## config.mk

```make
export PLATFORM = sky130hd
export DESIGN_NAME = pipeline_hazard_ctrl
export DESIGN_NICKNAME = d
export VERILOG_FILES = /design/src/rtl/pipeline_hazard_ctrl.sv
export SDC_FILE = /design/constraint.sdc
export NUM_CORES = 1
export LEC_CHECK = 0
export BUFFER_PORTS_ARGS = -buffer_cell sky130_fd_sc_hd__buf_2
export CAP_MARGIN = 20
export CORE_ASPECT_RATIO = 0.8
export CORE_MARGIN = 8
export CORE_UTILIZATION = 30
export CTS_BUF_LIST = sky130_fd_sc_hd__clkbuf_16
export DETAILED_ROUTE_END_ITERATION = 8
export PLACE_DENSITY = 0.69
export RECOVER_POWER = 100
export SETUP_SLACK_MARGIN = 0.5
export SKIP_CTS_REPAIR_TIMING = 1
export SLEW_MARGIN = 10
export SYNTH_ARGS = -nofsm -noshare
export SYNTH_HDL_FRONTEND = slang
export SYNTH_SLANG_ARGS = --single-unit
```

## constraint.sdc

```tcl
create_clock -name clk -period 4.1 [get_ports clk]
set_input_delay 0.615 -clock clk [delete_from_list [all_inputs] [get_ports clk]]
set_output_delay 0.615 -clock clk [all_outputs]
set_load 0.02 [all_outputs]
```

## src/rtl/pipeline_hazard_ctrl.sv

```systemverilog
// -----------------------------------------------------------------------------
// pipeline_hazard_ctrl
//   Central stall/flush sequencer for the five-stage MIPS pipeline. Looks at
//   the IF_ID / ID_EX / EX_MEM boundaries and drives PC and pipeline-register
//   write enables, bubbles and flushes. Handles load-use stalls, taken-branch
//   flushes (memory-stage PCSrc) and multi-cycle data-memory waits with a
//   watchdog.
//
//   Build option: define HAZARD_PERF_CNT_EN to build the stall/flush
//   performance counters. Without it both counters read constant 0.
//
// Parameters
//   CNT_W     width of each performance counter
//   WAIT_MAX  max consecutive MEM_WAIT cycles before the watchdog fires (1..255)
//
// Ports
//   clk, reset        clock (rising edge), async active-low reset
//   id_rs, id_rt      source fields of the instruction in IF_ID
//   id_uses_rt        IF_ID instruction reads rt
//   ex_mem_read       MemRead of the instruction in ID_EX
//   ex_rt             load destination held in ID_EX
//   mem_pcsrc         branch taken (memory stage)
//   dmem_busy         data memory not ready
//   pc_write, if_id_write, id_ex_bubble, stage_hold        hold/bubble controls
//   if_id_flush, id_ex_flush, ex_mem_flush                  flush controls
//   timeout_err       sticky watchdog flag
//   stall_cnt, flush_cnt  saturating performance counters
// -----------------------------------------------------------------------------
module pipeline_hazard_ctrl #(
    parameter int CNT_W    = 16,
    parameter int WAIT_MAX = 15
) (
    input  logic             clk,
    input  logic             reset,
    input  logic [4:0]       id_rs,
    input  logic [4:0]       id_rt,
    input  logic             id_uses_rt,
    input  logic             ex_mem_read,
    input  logic [4:0]       ex_rt,
    input  logic             mem_pcsrc,
    input  logic             dmem_busy,
    output logic             pc_write,
    output logic             if_id_write,
    output logic             id_ex_bubble,
    output logic             stage_hold,
    output logic             if_id_flush,
    output logic             id_ex_flush,
    output logic             ex_mem_flush,
    output logic             timeout_err,
    output logic [CNT_W-1:0] stall_cnt,
    output logic [CNT_W-1:0] flush_cnt
);

    typedef enum logic [1:0] {RUN, LU_STALL, MEM_WAIT, FLUSH} state_t;

    state_t     state_q, state_d;
    logic [7:0] wait_q, wait_d;
    logic       timeout_q;
    logic       load_use;
    logic       wd_expire;

    // Register 0 is never a real load destination, so it never stalls.
    assign load_use = ex_mem_read && (ex_rt != 5'd0) &&
                      ((ex_rt == id_rs) || (id_uses_rt && (ex_rt == id_rt)));

    // The last permitted wait edge with memory still busy: busy is ignored
    // here so the pipeline is released rather than hanging forever.
    assign wd_expire = (state_q == MEM_WAIT) && (wait_q == 8'(WAIT_MAX - 1)) && dmem_busy;

    always_comb begin
        state_d = RUN;
        if (mem_pcsrc)
            state_d = FLUSH;
        else if (dmem_busy && !wd_expire)
            state_d = MEM_WAIT;
        else if (load_use)
            state_d = LU_STALL;

        // Counter only survives an edge that stays in MEM_WAIT; any exit
        // (including a branch) clears it.
        wait_d = 8'd0;
        if (state_q == MEM_WAIT && state_d == MEM_WAIT)
            wait_d = wait_q + 8'd1;
    end

    always_ff @(posedge clk or negedge reset) begin
        if (!reset) begin
            state_q   <= RUN;
            wait_q    <= 8'd0;
            timeout_q <= 1'b0;
        end else begin
            state_q <= state_d;
            wait_q  <= wait_d;
            if (wd_expire)
                timeout_q <= 1'b1;
        end
    end

    // Moore decode of the control outputs.
    always_comb begin
        pc_write     = 1'b0;
        if_id_write  = 1'b0;
        id_ex_bubble = 1'b0;
        stage_hold   = 1'b0;
        if_id_flush  = 1'b0;
        id_ex_flush  = 1'b0;
        ex_mem_flush = 1'b0;
        unique case (state_q)
            RUN: begin
                pc_write    = 1'b1;
                if_id_write = 1'b1;
            end
            LU_STALL: id_ex_bubble = 1'b1;
            MEM_WAIT: stage_hold   = 1'b1;
            FLUSH: begin
                pc_write     = 1'b1;
                if_id_flush  = 1'b1;
                id_ex_flush  = 1'b1;
                ex_mem_flush = 1'b1;
            end
            default: ;
        endcase
    end

    assign timeout_err = timeout_q;

`ifdef HAZARD_PERF_CNT_EN
    logic [CNT_W-1:0] stall_q, flush_q;

    always_ff @(posedge clk or negedge reset) begin
        if (!reset) begin
            stall_q <= '0;
            flush_q <= '0;
        end else begin
            if ((state_q == LU_STALL || state_q == MEM_WAIT) && stall_q != {CNT_W{1'b1}})
                stall_q <= stall_q + CNT_W'(1);
            if (state_d == FLUSH && flush_q != {CNT_W{1'b1}})
                flush_q <= flush_q + CNT_W'(1);
        end
    end

    assign stall_cnt = stall_q;
    assign flush_cnt = flush_q;
`else
    assign stall_cnt = '0;
    assign flush_cnt = '0;
`endif

endmodule

```

# After elaboration in Yosys (flattened, before gate mapping)
# Index checks and enable logic that the tools add are counted.
[word_totals]
out_inout_bits = 40
inputBits = 21
ff_bits = 11
wordCells = 32
[classes]
n_mux = 9
addsub = 1
eq_ne = 7
n_reduce_logical = 12
[op_table]
columns = ["op", "count"]
rows = [
  ["$eq A5 B5 Y1", 2],
  ["$add A8 B1 Y8 const B", 1],
  ["$eq A8 B4 Y1 const B", 1],
  ["$mux W8", 1],
  ["$logic_and A1 B1 Y1", 7],
  ["$eq A2 B2 Y1 const B", 3],
  ["$mux W1", 6],
  ["$reduce_bool A5 Y1", 1],
  ["$mux W2", 2],
  ["$eq A2 B1 Y1 const B", 1],
  ["$logic_not A2 Y1", 1],
  ["$reduce_or A2 Y1", 1],
  ["$logic_not A1 Y1", 1],
  ["$logic_or A1 B1 Y1", 1],
]

# Logic depth before layout (Yosys ltp)
[depth]
word_depth = 10
depth_mapped = 7
ltp_nobuf = 6

# Worst setup path after synthesis
# No wires, ideal clock.
[synth_path]
kind = "register to register"
startpoint = "register state_q[0]"
endpoint = "register wait_q[2]"
setup_ns = 0.119
arrival_ns = 1.673
n_path_buf = 1
stages_incl_launch_ff = 8
required_ns = 3.981
setup_slack_ns = 2.308
cell_sequence = "dfrtp_1 -> inv_1 -> ha_1 -> or4b_4 -> o21ai_2 -> or3b_1 -> buf_6 -> nor2_1"
[synth_between]
elab_chain_len = 10
[synth_lines]
columns = ["item", "line", "text"]
rows = [
  ["start, declared", "56", "state_t state_q, state_d;"],
  ["start signal, assigned", "92", "state_q <= state_d;"],
  ["$eq A2 B2 Y1 *", "68, 82", ""],
  ["$logic_and A1 B1 Y1 (2 in series)", "68", "assign wd_expire = (state_q == MEM_WAIT) && (wait_q == 8'(WAIT_MAX - 1)) && dmem_busy;"],
  ["$logic_not A1 Y1", "74", "else if (dmem_busy && !wd_expire)"],
  ["$logic_and A1 B1 Y1", "74", ""],
  ["$mux W2", "74", ""],
  ["$mux W2", "72", "if (mem_pcsrc)"],
  ["$eq A2 B2 Y1", "82", "if (state_q == MEM_WAIT && state_d == MEM_WAIT)"],
  ["$logic_and A1 B1 Y1 *", "82", ""],
  ["$mux W8 *", "82", ""],
  ["net wait_d[2]", "57", "logic [7:0] wait_q, wait_d;"],
  ["end signal, assigned", "93", "wait_q <= wait_d;"],
  ["end, declared", "57", ""],
]
# The timed path passes the listed nets; every way through them passes the cells marked *.
# A chain may end at the register's enable or synchronous reset.

# Worst setup path in the final report
# Ends and elaborated chain as after synthesis.

==> qor.yml <==
finish:
  final_common_cell: "conb_1"
  drive_above_1_share: 0.167
  n_antenna_cell: 0
  most-common-layout-cells: "conb_1 (32), buf_2 (19), xnor2_1 (11), dfrtp_1 (11), nor2_1 (10)"
  fillCellCount: 341
  nNetsFinal: 160
  area_growth_pct: 10.5
die:
  die-area_um2: 5240
  num_rows: 18
  fp.dieW_um: 78.9
  die_h_um: 66.4
  ioPinCount: 61
  start_util: 0.310
  core_um2: 3060
timing:
  period_share: 0.478
  timing.fmax_ghz: 0.511
  worst_pin_slew_ns: 0.577
  maxSlewViolCount: 0
  setup_tns_ns: 0
  rsz0062_at_grt: "no"
  finalHoldViolCount: 0
  fin_crit_ns: 1.96
  finClkSkew_ns: 0.000715
  slew_headroom: 0.615
  finalSetupViolations: 0
worst_setup_path:
  slowest_stage: "or4b_1"
  crit_fanout: 8
  crit_arrival_ns: 2.07
  worst-path-buf-inv: 1
  critPathLaunchType: "flop"
  critPathCaptureType: "flop"
  slowest_delay_ns: 0.47
  crit_chain: "inv_1 -> ha_1 -> or4b_1 -> o21ai_0 -> or3b_1 -> nor2_1"
  path_class: "reg2reg"
  worst_ep_required_time_ns: 4.21
  crit_family: "simple AND/OR/NAND/NOR gates"
synth:
  syn_inst: 104
  synth_edf_count: 0
  ys_seq_elements: 11
  yosysTopAreaCell: "dfrtp_1"
  synth_area_um2: 951
  yosys.area.top_type_share: 0.289
  yosys_warnings: 0
  async_flop_share: 1.00
  synth_area_leaders: "dfrtp_1 (29%), buf_4 (27%), xnor2_1 (10%)"
  synth_ff_type: "dfrtp_1"
  syn_area_per_cell_um2: 9.14
  seq_area_frac_synth: 0.289
  synthDistinctLibCells: 23
drt:
  drc: 0
  drt_iter0_drc: 18
  vias: 635
  drt-pass1-iter-count: 3
  drt_wl_total_um: 1860
  antenna_left: 0
  routed_via_density: 3.69
  routedWlPerCell_um: 10.8
global_routing:
  grt_usage: 0.0706
  antenna_found_initial: 0
  grt_pass1_wl_um: 2950
  grt_overflow: 0
  grt_max_degree: 12
  grt_pass1_vias: 678
outcome:
  status: "completed"
place:
  dpl.hpwl_um: 1600
  portBuffers: 28
  gp_congestion: 0.776
clock_tree:
  clk_latency_ns: 0.23
  clk_pin_slew_ns: 0.04
  numCtsBuffers: 3
  cts_tree: "done"
  cts.sinks: 11
  ctsHtreeMaxLevel: 1
  root_buffer: "clkbuf_16"
  clock_path_buffers: 2
pwr:
  pwr_density_cell_nw_per_um2: 336
  max-vdd-ir-drop_mv: 0.121
  p_leak_nw: 0.543
  power_mw: 0.353
run:
  cap_violations: 0
worst_hold_path:
  worstHoldPathType: "in2async"
through the flow:
step,hold WS [ns],util,cells,instance area (um^2),setup WS [ns]
after global routing,0.410,0.343,172,1050,1.98
final,0.354,0.343,172,1050,2.14
after global placement,0.442,0.324,168,991,2.31
after floorplan,0.319,-,135,1070,2.31
after CTS,0.249,0.349,172,1070,2.26
after detailed placement,0.453,0.324,168,991,2.27
cell families (layout without fill, tap and decap cells):
kind of cell,count (synthesis),after routing,synth area share
fa+ha+maj,6,6,0.0789
flops,11,11,0.289
other cells,1,32,0.00394
buf+inv,39,36,0.296
compound gates,4,4,0.0342
simple gates,27,27,0.150
xor+xnor,16,16,0.147
sequential cells by signal, indices dropped and copies added, names as in the netlist:
register	flops
wait_q	8
timeout_err	1
state_q	2
synthesized netlist by cell type, drive strengths merged (2+ instances only):
master   n
nand3    2
xor2     5
ha       6
xnor2   11
inv      4
nor2    10
nand4    4
nand2    4
dfrtp   11
buf     35
area by class of cell:
class	instances	area, um^2	share of cell area
clock buffers	3	75.1	0.0714
clock inverters	1	3.75	0.00357
inverters	4	15.0	0.0143
multi-input cells	85	503	0.479
flip-flops and latches	11	275	0.262
well taps	40	50.0	0.0476
repair buffers	28	129	0.123
final timing paths:
kind,endpoint,cells past startpoint,from,slack (ns)
max,wait_q[2],6,state_q[0],2.14
min,wait_q[3],1,reset,0.35
max reg2reg,wait_q[2],6,state_q[0],2.14
min reg2reg,timeout_err,1,timeout_err,0.48
max in group asynchronous,wait_q[6],1,reset,3.37
min in group clk,timeout_err,1,timeout_err,0.48
worst register-to-register path, stage by stage (launching register included):
cell	delay [ns]
dfrtp_1	0.39
inv_1	0.09
ha_1	0.19
or4b_1	0.47
o21ai_0	0.29
or3b_1	0.33
nor2_1	0.08
power by group:
group | switching, mW | internal (mW) | total [mW]
Clock | 0.0436 | 0.128 | 0.171
Sequential | 0.00157 | 0.111 | 0.112
Combinational | 0.0504 | 0.0193 | 0.0697
metal layers:
layer  share of wire  global-route usage  vias up
met5               0                   0        -
met4               0              0.0138        0
met3            0.10              0.0380        0
met2            0.52               0.131       22
met1            0.38              0.0684      290
li1                -                   -      323
Note: power is estimated with default switching activity, not from simulation.
